[config.mk]
export PLATFORM = sky130hd
export DESIGN_NAME = conv_mac_accumulator
export DESIGN_NICKNAME = d
export VERILOG_FILES = /design/src/rtl/conv_mac_accumulator_pkg.sv /design/src/rtl/conv_mac_accumulator_mac_lane.sv /design/src/rtl/conv_mac_accumulator.sv
export SDC_FILE = /design/constraint.sdc
export NUM_CORES = 1
export LEC_CHECK = 0
export CAP_MARGIN = 5
export CORE_ASPECT_RATIO = 0.75
export CORE_UTILIZATION = 56
export DETAILED_ROUTE_END_ITERATION = 6
export PLACE_DENSITY = 0.77
export SLEW_MARGIN = 20
export SYNTH_ARGS = -nofsm -noshare
export SYNTH_HDL_FRONTEND = slang
export SYNTH_SLANG_ARGS = --single-unit
[constraint.sdc]
create_clock -name clk -period 6.6 [get_ports clk]
set_clock_uncertainty 0.2 [all_clocks]
set_input_delay 1.32 -clock clk [delete_from_list [all_inputs] [get_ports clk]]
set_output_delay 1.32 -clock clk [all_outputs]
set_load 0.02 [all_outputs]
[src/rtl/conv_mac_accumulator_pkg.sv]
// ==========================================================================
// conv_pkg: lane count, shared FSM states and the result finalize helper.
// Rev 1.0
// ==========================================================================
`default_nettype none

package conv_pkg;

  localparam int LANES = 4;

  typedef enum logic [1:0] {
    IDLE  = 2'd0,
    ACCUM = 2'd1,
    HOLD  = 2'd2
  } state_t;

  // Arithmetic shift, optional ReLU, then clamp to the signed data_width range.
  function automatic logic signed [63:0] finalize(
    input logic signed [63:0] acc,
    input int                 frac_bits,
    input int                 data_width,
    input bit                 relu
  );
    logic signed [63:0] v;
    logic signed [63:0] hi;
    logic signed [63:0] lo;
    v  = acc >>> frac_bits;
    hi = (64'sd1 <<< (data_width - 1)) - 64'sd1;
    lo = -(64'sd1 <<< (data_width - 1));
    if (relu && (v < 64'sd0)) v = 64'sd0;
    if (v > hi)      v = hi;
    else if (v < lo) v = lo;
    return v;
  endfunction

endpackage

`default_nettype wire

[src/rtl/conv_mac_accumulator_mac_lane.sv]
// ==========================================================================
// mac_lane: one lane's accumulator, finalize stage and output write registers.
// Rev 1.0
// ==========================================================================
`default_nettype none

module mac_lane
  import conv_pkg::*;
#(
  parameter int DATA_WIDTH = 8,
  parameter int ACC_WIDTH  = 24,
  parameter int FRAC_BITS  = 0,
  parameter int RELU       = 1,
  parameter int ADDR_BITS  = 7
) (
  input  logic                         clk,
  input  logic                         rst,
  input  logic                         acc_clear,
  input  logic                         acc_en,
  input  logic                         fin_en,
  input  logic                         we_fire,
  input  logic signed [DATA_WIDTH-1:0] x,
  input  logic signed [DATA_WIDTH-1:0] w,
  input  logic        [ADDR_BITS-1:0]  addr,
  output logic        [DATA_WIDTH-1:0] result,
  output logic        [ADDR_BITS-1:0]  wr_address,
  output logic                         we
);

  logic signed [2*DATA_WIDTH-1:0] product;
  logic signed [ACC_WIDTH-1:0]    acc;

  assign product = x * w;

  always_ff @(posedge clk or posedge rst) begin
    if (rst) begin
      acc        <= '0;
      result     <= '0;
      wr_address <= '0;
      we         <= 1'b0;
    end else begin
      we <= we_fire;
      if (acc_clear) begin
        acc <= '0;
      end else if (acc_en) begin
        acc <= acc + ACC_WIDTH'(product);
      end
      if (fin_en) begin
        result     <= DATA_WIDTH'(finalize(64'(acc), FRAC_BITS, DATA_WIDTH, RELU != 0));
        wr_address <= addr;
      end
    end
  end

endmodule

`default_nettype wire

[src/rtl/conv_mac_accumulator.sv]
// ==========================================================================
// conv_mac_accumulator: four-lane windowed MAC with aligned controls and writes.
// Rev 1.0
// ==========================================================================
`default_nettype none

module conv_mac_accumulator
  import conv_pkg::*;
#(
  parameter int DATA_WIDTH                 = 8,
  parameter int ACC_WIDTH                  = 24,
  parameter int FRAC_BITS                  = 0,
  parameter int READ_LATENCY               = 1,
  parameter int MACS_PER_WINDOW            = 27,
  parameter int RELU                       = 1,
  parameter int OUTPUT_BUFFER_ADDRESS_BITS = 7
) (
  input  logic                                  clk,
  input  logic                                  rst,
  input  logic                                  clear,
  input  logic                                  valid,
  input  logic                                  write_1,
  input  logic                                  write_2,
  input  logic                                  write_3,
  input  logic                                  write_4,
  input  logic [OUTPUT_BUFFER_ADDRESS_BITS-1:0] out_1_address,
  input  logic [OUTPUT_BUFFER_ADDRESS_BITS-1:0] out_2_address,
  input  logic [OUTPUT_BUFFER_ADDRESS_BITS-1:0] out_3_address,
  input  logic [OUTPUT_BUFFER_ADDRESS_BITS-1:0] out_4_address,
  input  logic signed [DATA_WIDTH-1:0]          x_1_data,
  input  logic signed [DATA_WIDTH-1:0]          x_2_data,
  input  logic signed [DATA_WIDTH-1:0]          x_3_data,
  input  logic signed [DATA_WIDTH-1:0]          x_4_data,
  input  logic signed [DATA_WIDTH-1:0]          w_1_data,
  input  logic signed [DATA_WIDTH-1:0]          w_2_data,
  input  logic signed [DATA_WIDTH-1:0]          w_3_data,
  input  logic signed [DATA_WIDTH-1:0]          w_4_data,
  output logic [DATA_WIDTH-1:0]                 out_1_data,
  output logic [DATA_WIDTH-1:0]                 out_2_data,
  output logic [DATA_WIDTH-1:0]                 out_3_data,
  output logic [DATA_WIDTH-1:0]                 out_4_data,
  output logic [OUTPUT_BUFFER_ADDRESS_BITS-1:0] out_1_wr_address,
  output logic [OUTPUT_BUFFER_ADDRESS_BITS-1:0] out_2_wr_address,
  output logic [OUTPUT_BUFFER_ADDRESS_BITS-1:0] out_3_wr_address,
  output logic [OUTPUT_BUFFER_ADDRESS_BITS-1:0] out_4_wr_address,
  output logic                                  out_1_we,
  output logic                                  out_2_we,
  output logic                                  out_3_we,
  output logic                                  out_4_we,
  output logic                                  busy,
  output logic                                  count_error
);

  localparam int AW = OUTPUT_BUFFER_ADDRESS_BITS;
  localparam int CW = $clog2(MACS_PER_WINDOW + 1) + 1;

  logic [LANES-1:0]             write_a;
  logic [AW-1:0]                addr_a  [LANES];
  logic signed [DATA_WIDTH-1:0] x_a     [LANES];
  logic signed [DATA_WIDTH-1:0] w_a     [LANES];
  logic [DATA_WIDTH-1:0]        res_a   [LANES];
  logic [AW-1:0]                wra_a   [LANES];
  logic [LANES-1:0]             we_a;

  assign write_a   = {write_4, write_3, write_2, write_1};
  assign addr_a[0] = out_1_address;
  assign addr_a[1] = out_2_address;
  assign addr_a[2] = out_3_address;
  assign addr_a[3] = out_4_address;
  assign x_a[0]    = x_1_data;
  assign x_a[1]    = x_2_data;
  assign x_a[2]    = x_3_data;
  assign x_a[3]    = x_4_data;
  assign w_a[0]    = w_1_data;
  assign w_a[1]    = w_2_data;
  assign w_a[2]    = w_3_data;
  assign w_a[3]    = w_4_data;

  assign out_1_data       = res_a[0];
  assign out_2_data       = res_a[1];
  assign out_3_data       = res_a[2];
  assign out_4_data       = res_a[3];
  assign out_1_wr_address = wra_a[0];
  assign out_2_wr_address = wra_a[1];
  assign out_3_wr_address = wra_a[2];
  assign out_4_wr_address = wra_a[3];
  assign {out_4_we, out_3_we, out_2_we, out_1_we} = we_a;

  logic                    win_q;
  logic                    issue;
  logic [READ_LATENCY-1:0] clear_dl;
  logic [READ_LATENCY-1:0] issue_dl;
  logic [READ_LATENCY-1:0] valid_dl;
  logic [LANES-1:0]        write_dl [READ_LATENCY];
  logic [AW-1:0]           addr_dl  [READ_LATENCY][LANES];
  logic                    clear_d;
  logic                    issue_d;
  logic                    valid_d;
  logic [LANES-1:0]        write_d;

  assign issue   = win_q & ~valid;
  assign clear_d = clear_dl[READ_LATENCY-1];
  assign issue_d = issue_dl[READ_LATENCY-1];
  assign valid_d = valid_dl[READ_LATENCY-1];
  assign write_d = write_dl[READ_LATENCY-1];

  // Address stage 0 only loads on raw valid, so the tail of the line holds
  // the window's address exactly when valid_d arrives.
  always_ff @(posedge clk or posedge rst) begin
    if (rst) begin
      win_q    <= 1'b0;
      clear_dl <= '0;
      issue_dl <= '0;
      valid_dl <= '0;
      for (int k = 0; k < READ_LATENCY; k++) begin
        write_dl[k] <= '0;
        for (int i = 0; i < LANES; i++) addr_dl[k][i] <= '0;
      end
    end else begin
      if (clear)      win_q <= 1'b1;
      else if (valid) win_q <= 1'b0;
      clear_dl[0] <= clear;
      issue_dl[0] <= issue;
      valid_dl[0] <= valid;
      write_dl[0] <= write_a;
      for (int i = 0; i < LANES; i++) begin
        if (valid) addr_dl[0][i] <= addr_a[i];
      end
      for (int k = 1; k < READ_LATENCY; k++) begin
        clear_dl[k] <= clear_dl[k-1];
        issue_dl[k] <= issue_dl[k-1];
        valid_dl[k] <= valid_dl[k-1];
        write_dl[k] <= write_dl[k-1];
        for (int i = 0; i < LANES; i++) addr_dl[k][i] <= addr_dl[k-1][i];
      end
    end
  end

  state_t  state;
  state_t  state_nx;
  logic    acc_clear;
  logic    acc_en;
  logic    fin_en;
  logic    we_fire;
  logic [CW-1:0] count;

  always_ff @(posedge clk or posedge rst) begin
    if (rst) state <= IDLE;
    else     state <= state_nx;
  end

  always_comb begin
    state_nx  = state;
    acc_clear = 1'b0;
    acc_en    = 1'b0;
    fin_en    = 1'b0;
    we_fire   = 1'b0;
    case (state)
      IDLE: begin
        if (clear_d) begin
          acc_clear = 1'b1;
          state_nx  = ACCUM;
        end
      end
      ACCUM: begin
        if (clear_d) begin
          acc_clear = 1'b1;
        end else if (valid_d) begin
          fin_en   = 1'b1;
          state_nx = HOLD;
        end else if (issue_d) begin
          acc_en = 1'b1;
        end
      end
      HOLD: begin
        if (clear_d) begin
          acc_clear = 1'b1;
          state_nx  = ACCUM;
        end else if (|write_d) begin
          we_fire  = 1'b1;
          state_nx = IDLE;
        end
      end
      default: state_nx = IDLE;
    endcase
  end

  // Counter saturates so an over-long window cannot wrap back onto the target.
  always_ff @(posedge clk or posedge rst) begin
    if (rst) begin
      count       <= '0;
      count_error <= 1'b0;
    end else begin
      if (acc_clear)                        count <= '0;
      else if (acc_en && (count != '1))     count <= count + CW'(1);
      if ((state == ACCUM) && clear_d)      count_error <= 1'b1;
      if (fin_en && (count != CW'(MACS_PER_WINDOW))) count_error <= 1'b1;
    end
  end

  assign busy = (state != IDLE);

  for (genvar i = 0; i < LANES; i++) begin : g_lane
    mac_lane #(
      .DATA_WIDTH (DATA_WIDTH),
      .ACC_WIDTH  (ACC_WIDTH),
      .FRAC_BITS  (FRAC_BITS),
      .RELU       (RELU),
      .ADDR_BITS  (AW)
    ) u_lane (
      .clk        (clk),
      .rst        (rst),
      .acc_clear  (acc_clear),
      .acc_en     (acc_en),
      .fin_en     (fin_en),
      .we_fire    (we_fire & write_d[i]),
      .x          (x_a[i]),
      .w          (w_a[i]),
      .addr       (addr_dl[READ_LATENCY-1][i]),
      .result     (res_a[i]),
      .wr_address (wra_a[i]),
      .we         (we_a[i])
    );
  end

endmodule

`default_nettype wire

* Word level (Yosys, flattened, before mapping) *
Index checks and enable logic that the tools add are counted.
W data, S select, Z words.

cells by class
  $lt $le $gt $ge = 12
  $mul = 4
  reduce and logical (&&, ||, !) cells = 12
  muxes and demuxes = 48
  bitwise logic cells = 6
  eq/ne operators = 8
  $add $sub $neg = 5

operators by type and width
  kind                   count
  $mux W64               8
  $gt A64 B8 Y1 const B  4
  $lt A64 B8 Y1 const B  4
  $mux W24               8
  $add A24 B16 Y24       4
  $lt A24 B1 Y1 const B  4
  $mul A8 B8 Y16         4
  $mux W8                8
  $mux W1                16
  $mux W6                2
  $mux W2                5
  $reduce_bool A2 Y1     5
  $add A6 B1 Y6 const B  1
  $ne A2 B2 Y1 const B   3
  $ne A6 B5 Y1 const B   1
  $ne A6 B6 Y1 const B   1
  $pmux W2 S3            1
  $and A1 B1 Y1          5
  $reduce_and A4 Y1      1
  $reduce_or A4 Y1       1
  $logic_and A1 B1 Y1    3
  $ne A3 B3 Y1 const B   1
  $reduce_or A3 Y1       1
  $eq A2 B1 Y1 const B   1
  3 further kinds        3

word-level totals
  word-level logic and storage cells = 123
  register bits after elaboration = 205

* Depth between registers and ports, before layout *
Gate-level depths: netlist of run 1.

  word-level depth = 7
  depth in mapped cells = 21

* Modules after synthesis *
Synthesis of run 1 repeated with hierarchy kept, for this count alone.

second synthesis, totals
  cells, all modules = 2397
  area, all modules = 25034.0 µm²

by module, submodules not included
  module                       area each (µm²)  sequential area each (µm²)  times used  cells an instance
  mac_lane (g_lane[0].u_lane)  5831.8           1001.0                      1           563
  mac_lane (g_lane[1].u_lane)  5824.3           1001.0                      1           566
  mac_lane (g_lane[2].u_lane)  5771.8           1001.0                      1           568
  mac_lane (g_lane[3].u_lane)  5766.8           1001.0                      1           568
  conv_mac_accumulator         1839.3           1126.1                      1           132

* Worst setup path after synthesis of run 1 *
OpenSTA, ideal clock, no wires.

  path type = input to register
  start point = in w_4_data[1]
  end point = reg g_lane[3].u_lane.acc[22]
  data required time = 6.280 ns
  arrival = 6.593 ns
  setup time = 0.120 ns
  stages on the path = 15
  path buffers = 1
  setup slack = -0.312 ns
  path through = clkbuf_1 -> and2_1 -> fa_1 -> fa_1 -> fa_1 -> fa_1 -> ha_1 -> ha_1 -> a21o_1 -> a221oi_2 -> o2bb2ai_1 -> a211o_1 -> o311a_1 -> or3_1 -> a31o_1

between the ends
  word-level cells in the longest chain between the ends = 4

ends and longest elaborated chain
  item                  line                                 source
  start, declared       conv_mac_accumulator.sv:37           input logic signed [DATA_WIDTH-1:0] w_4_data,
  $mul A8 B8 Y16        conv_mac_accumulator_mac_lane.sv:33  assign product = x * w;
  $add A24 B16 Y24      conv_mac_accumulator_mac_lane.sv:46  acc <= acc + ACC_WIDTH'(product);
  $mux W24              conv_mac_accumulator_mac_lane.sv:45  end else if (acc_en) begin
  $mux W24              conv_mac_accumulator_mac_lane.sv:43  if (acc_clear) begin
  end signal, assigned  conv_mac_accumulator_mac_lane.sv:46
  end, declared         conv_mac_accumulator_mac_lane.sv:31  logic signed [ACC_WIDTH-1:0] acc;

Every way passes these cells. The select of a mux whose other input is x is not followed.
A chain may end at the register's enable or synchronous reset.

* Final worst setup path of run 1 *
  start point = in w_4_data[2]
  end point = reg g_lane[3].u_lane.acc[22]

The elaborated chain is that of the path after synthesis.

==> impl_metrics.tcl, run 1 <==
set metrics [dict create \
    outcome "finished, final reports clean" \
    clock_latency_ns 0.56 \
    drive_gt1_frac 0.151 \
    finalSetupTns_ns 0 \
    grt_use_total 0.276 \
    finalSetupViolations 0 \
    diodes 0 \
    hp-class "reg -> reg" \
    cp_num_cells 19 \
    path_class "in -> reg" \
    cts_tree "built" \
    arrival_ns 6.68 \
    multiInputGateArea_um2 17400 \
    ant_nets 0 \
    die_y_um 182 \
    cp_data_required_time_ns 6.84 \
    synth_seq_cells 205 \
    rrSetupSlack_ns 1.25 \
    critPathMostFrequentCell "fa_1" \
    crit_path_max_fanout 3 \
    avgRoutedWirePerCell_um 17.1 \
    crit_start "w_4_data[2]" \
    antenna_found_initial 0 \
    hpwl_mm 46.4 \
    dp_slack_ns -0.556 \
    synth_cell_types 61 \
    async_flop_share 1.00 \
    r2r-end "g_lane[3].u_lane.acc[22]$_DFFE_PP0P_" \
    crit_path_end_kind "flop" \
    syn2layout_area_growth_pct 21.9 \
    die_width_um 242 \
    synth_area_per_cell_um2 10.4 \
    drtIter0Drc 1003 \
    rows 65 \
    hold_violations 0 \
    design.core.area_um2 42300 \
    path_buf_inv 5 \
    grt_max_degree 129 \
    slowest_delay_ns 0.60 \
    ios 166 \
    reg2reg_from "g_lane[3].u_lane.acc[6]$_DFFE_PP0P_" \
    gp_congestion 0.893 \
    finalCriticalPeriod_ns 6.45 \
    crit_slowest_cell "fa_1" \
    avgViaCountPerCell 5.40 \
    clockBufferDepth 3 \
    synth_edf_count 0 \
    start_util 0.572 \
    maxCapViolations 0 \
    final_max_slew_viol_count 0 \
    clkTransAtPathRegs_ns 0.07 \
    fmax_mhz 155 \
    nets 3487 \
    yosysWarnings 0 \
    hold_buffers 0 \
    r2r_cells 18 \
    hold_depth 2 \
    grt_pass1_wl_mm 98.8 \
    setup.worst_path.start_class "input pin" \
    cts_max_level 1 \
    port_buffers 165 \
    final_cells 3342 \
    period_share 0.977 \
    worst_pin_slew_ns 0.906 \
    slew-limit-headroom 0.396 \
    nFillCells 3112 \
    first_global_vias 19800 \
    drc 0 \
    ys_seq_area_frac 0.212 \
    critical_path.endpoint "g_lane[3].u_lane.acc[22]$_DFFE_PP0P_" \
    ctsRootBufferMaster "clkbuf_16" \
    syn-num-nets 3068 \
    via_count 18100 \
    finalWirelength_mm 57.2 \
    worst_slack_ns 0.153 \
    cts_buffers 25 \
    firstDrtPassIters 6 \
    cts.sink_count 205 \
    overflow 0 \
    ys.flop_type "dfrtp_1" \
    cp_cell_sequence "clkdlybuf4s50_1, nand2_1, inv_1, fa_1, inv_2, fa_1, buf_4, fa_1, inv_1, fa_1, ha_1, ha_1, and3_1, a221oi_2, o2bb2ai_1, a211o_1, o311a_1, or3_1, a31o_1" \
    syn_inst 2335 \
    dp.cells 3295 \
    rsz0062_at_grt "true" \
    dieArea_um2 44000 \
    regArea_um2 5130 \
    syn_area_um2 24200 \
    path_delay_family "adder cells" \
]
[sequential cells by signal, summed over array words and instances, names as in the netlist]
signal,flops
addr_dl,28
clear_d,1
count,6
count_error,1
g_lane.u_lane.acc,96
g_lane.u_lane.result,32
g_lane.u_lane.we,4
g_lane.u_lane.wr_address,28
issue_d,1
state,2
valid_d,1
win_q,1
write_d,4
[cell type report]
| cell class | instances | area share |
|---|---|---|
| Clock inverter | 13 | 0.00445 |
| Tap cell | 569 | 0.0241 |
| Inverter | 413 | 0.0529 |
| Sequential cell | 205 | 0.174 |
| Clock buffer | 33 | 0.0239 |
| Timing Repair Buffer | 447 | 0.131 |
| Multi-Input combinational cell | 1662 | 0.589 |
[layout by cell type (no fill, tap or decap), types with 11 or more instances in the layout]
| master | count |
|---|---|
| clkbuf_16 | 25 |
| nor3_1 | 12 |
| ha_1 | 217 |
| inv_1 | 404 |
| dfrtp_1 | 205 |
| nor2_1 | 82 |
| nand2b_1 | 15 |
| xnor2_1 | 50 |
| buf_4 | 275 |
| nand2_1 | 185 |
| a21o_1 | 20 |
| a21oi_1 | 56 |
| fa_1 | 416 |
| mux2_2 | 57 |
| clkdlybuf4s50_1 | 157 |
| nand4_1 | 11 |
| xor2_1 | 41 |
| o21a_1 | 15 |
| o21bai_1 | 14 |
| o21ai_0 | 69 |
| nor4_1 | 17 |
| and2_1 | 136 |
| nand3_1 | 76 |
| o21ai_1 | 16 |
| o31ai_1 | 52 |
[through the flow]
stage | util | hold slack (ns) | instance area, um2
2_1_floorplan | - | 0.254 | 24200
3_3_place_gp | 0.676 | 0.262 | 28600
3_5_place_dp | 0.676 | 0.266 | 28600
4_1_cts | 0.696 | 0.281 | 29400
5_1_grt | 0.697 | 0.299 | 29500
6_report | 0.697 | 0.281 | 29500
[Yosys cell counts, types with 2 or more instances]
cell	number	area share
and2_1	142	0.037
nand3_1	77	0.016
a21o_1	20	0.0062
a31o_2	4	0.0014
o311a_1	2	0.00083
or2_2	4	0.0010
xnor2_1	50	0.018
and4_1	2	0.00072
fa_1	416	0.34
o21bai_1	14	0.0043
nor4_1	17	0.0044
xor2_1	41	0.015
nor2b_1	7	0.0018
nor2_1	83	0.013
a211o_1	6	0.0022
clkbuf_1	48	0.0074
o31ai_1	52	0.016
nor3_1	12	0.0025
o21a_1	15	0.0047
mux2i_1	2	0.00083
inv_1	409	0.063
a32o_1	2	0.00083
nand2_1	190	0.029
buf_1	7	0.0011
a211oi_1	7	0.0022
and3_1	10	0.0026
nand3b_1	3	0.00093
o21ai_0	70	0.014
dfrtp_1	205	0.21
a21oi_1	56	0.012
o211ai_1	3	0.00093
ha_1	217	0.11
o31a_1	3	0.0011
a41oi_1	4	0.0014
o21ai_1	15	0.0031
clkinv_1	4	0.00062
a31oi_1	9	0.0023
mux2_2	57	0.027
or3_1	4	0.0010
nand2b_1	15	0.0039
nand4_1	11	0.0028
[metal layers]
metal | wire [um] | global-route usage | share of wire
met5 | 0 | 0 | 0
met3 | 3310 | 0.0393 | 0.058
met1 | 25600 | 0.394 | 0.45
met4 | 1160 | 0.0537 | 0.020
met2 | 27200 | 0.454 | 0.47
[cells by family after synthesis]
kind of cell,synth area share
XOR/XNOR,0.0329
flip-flops,0.212
AND/OR/NAND/NOR,0.118
adder cells (fa/ha/maj),0.456
multiplexers,0.0274
buffers and inverters,0.0726
AO/OA/AOI/OAI,0.0806
[worst min path at each step]
stage                                                      start                                     end  slack (ns)
final                     g_lane[3].u_lane.result[6]$_DFFE_PP0P_  g_lane[3].u_lane.result[6]$_DFFE_PP0P_        0.28
after global routing                     count_error$_DFFE_PP0P_                 count_error$_DFFE_PP0P_        0.30
after CTS                 g_lane[3].u_lane.result[6]$_DFFE_PP0P_  g_lane[3].u_lane.result[6]$_DFFE_PP0P_        0.28
after detailed placement  g_lane[3].u_lane.result[6]$_DFFE_PP0P_  g_lane[3].u_lane.result[6]$_DFFE_PP0P_        0.27
after global placement    g_lane[0].u_lane.result[1]$_DFFE_PP0P_  g_lane[0].u_lane.result[1]$_DFFE_PP0P_        0.26
after floorplan                             write_d[3]$_DFF_PP0_           g_lane[3].u_lane.we$_DFF_PP0_        0.25
[tightest hold or removal path: stages (launching register included)]
cell     delay [ns]
dfrtp_1        0.34
nand2_1        0.05
o31ai_1        0.06
[repair_timing]
| action | CTS | global route |
|---|---|---|
| pin swaps | 1 | 3 |
| setup buffers | 1 | 0 |
| endpoints found under the setup margin | 1 | 17 |
| resized for setup | 0 | 22 |
Power of run 1 is not shown: default switching activity piles up to over one toggle a cycle in this logic, so the estimate is an artifact.
==> run 2, diff against run 1 <==
REMOVE_ABC_BUFFERS = 1   (was default)
==> impl_metrics.tcl, run 2 (same netlist as run 1, synthesis figures left out) <==
set metrics [dict create \
    drive_gt1_frac 0.151 \
    die_y_um 182 \
    path_buf_inv 4 \
    reg2reg_from "g_lane[1].u_lane.acc[6]$_DFFE_PP0P_" \
    worst_slack_ns 0.191 \
    finalCoreUtilization 0.699 \
    finalWirelength_mm 60.0 \
    hold_depth 1 \
    antenna_found_initial 6 \
    outcome "finished, final reports clean" \
    hp-class "reg -> reg" \
    ios 166 \
    holdPathEnd "g_lane[2].u_lane.result[7]$_DFFE_PP0P_" \
    drtIter0Drc 1177 \
    crit_path_max_fanout 3 \
    nets 3491 \
    fmax_mhz 156 \
    crit_path_end_kind "flop" \
    largest_register "g_lane.u_lane.acc" \
    r2r-end "g_lane[1].u_lane.acc[22]$_DFFE_PP0P_" \
    cts_buffers 24 \
    ctsRootBufferMaster "clkbuf_16" \
    dieArea_um2 44000 \
    largest_register_ffs 96 \
    die_width_um 242 \
    period_share 0.971 \
    syn2layout_area_growth_pct 22.2 \
    dp_slack_ns -0.750 \
    cts_max_level 1 \
    ant_nets 0 \
    drc 0 \
    via_count 18300 \
    arrival_ns 6.64 \
    rrSetupSlack_ns 1.28 \
    setup.worst_path.start_class "input pin" \
    reg.largest.list "g_lane.u_lane.acc x96, g_lane.u_lane.result x32" \
    cts_tree "built" \
    worst_pin_slew_ns 1.08 \
    gp_congestion 0.924 \
    cp_data_required_time_ns 6.83 \
    cts.sink_count 205 \
    finalSetupViolations 0 \
    grt_use_total 0.286 \
    cp_cell_sequence "clkdlybuf4s50_1, and2_1, fa_1, inv_2, buf_4, fa_1, inv_1, fa_1, fa_1, ha_1, ha_4, a21oi_2, o21bai_1, a21o_1, o2bb2ai_2, a211o_1, o311a_1, or3_1, a31o_1" \
    start_util 0.572 \
    crit_slowest_cell "fa_1" \
    first_global_vias 19900 \
    hold_violations 0 \
    critPathMostFrequentCell "fa_1" \
    port_buffers 165 \
    hpwl_mm 48.1 \
    avgViaCountPerCell 5.45 \
    layout_common_cells "415 x fa_1, 404 x inv_1, 281 x buf_4, 215 x ha_1, 205 x dfrtp_1" \
    slowest_delay_ns 0.60 \
    design.core.area_um2 42300 \
    cp_num_cells 19 \
    clkTransAtPathRegs_ns 0.06 \
    r2r_cells 19 \
    maxCapViolations 0 \
    min_from "g_lane[2].u_lane.result[7]$_DFFE_PP0P_" \
    clockBufferDepth 3 \
    clock_latency_ns 0.55 \
    slew-limit-headroom 0.281 \
    finalCriticalPeriod_ns 6.41 \
    final_max_slew_viol_count 0 \
    grt_max_degree 133 \
    path_class "in -> reg" \
    overflow 0 \
    layout_commonest_cell "fa_1" \
    rows 65 \
    avgRoutedWirePerCell_um 17.9 \
    firstDrtPassIters 5 \
    grt_pass1_wl_mm 101 \
    path_delay_family "adder cells" \
]
-- run 2: worst max-delay path by stage --
stage	startpoint	to
2_1_floorplan	rst	addr_dl[0]$_DFFE_PP0P_
3_3_place_gp	x_4_data[7]	g_lane[3].u_lane.acc[22]$_DFFE_PP0P_
3_5_place_dp	x_4_data[7]	g_lane[3].u_lane.acc[22]$_DFFE_PP0P_
4_1_cts	w_4_data[3]	g_lane[3].u_lane.acc[22]$_DFFE_PP0P_
5_1_grt	w_2_data[2]	g_lane[1].u_lane.acc[21]$_DFFE_PP0P_
6_report	w_4_data[4]	g_lane[3].u_lane.acc[22]$_DFFE_PP0P_
-- run 2: repair_timing --
| item | CTS | global route |
|---|---|---|
| gates resized for setup | 1 | 37 |
| hold buffers | 0 | 0 |
| buffers inserted | 0 | 4 |
| pin swaps | 0 | 5 |
| setup endpoints to repair | 2 | 21 |
-- run 2: cell type report --
type / count / area (um2)
Clock inverter: 12 / 163
Timing Repair Buffer: 452 / 3910
Antenna cell: 6 / 15.0
Multi-Input combinational cell: 1662 / 17400
Fill cell: 3038 / 12700
Inverter: 413 / 1560
Tap cell: 569 / 712
Clock buffer: 31 / 647
Sequential cell: 205 / 5130
-- run 2: metal layers --
metal,vias to the layer above,track usage,routed length (um)
met5,-,0,13
met4,2,0.0861,1550
met3,110,0.0494,3770
met2,575,0.465,28800
met1,9240,0.396,25900
li1,8331,-,-
-- run 2: metrics by stage --
stage	cell area (um2)	std cells	setup TNS [ns]	hold slack, ns
2_1_floorplan	24000	2280	-105.95	0.254
3_3_place_gp	28600	3297	-8.63	0.262
3_5_place_dp	28600	3297	-12.31	0.268
4_1_cts	29400	3340	0	0.282
5_1_grt	29600	3350	-0.0645	0.311
6_report	29600	3350	0	0.280
Power of run 2 is left out for the same reason.
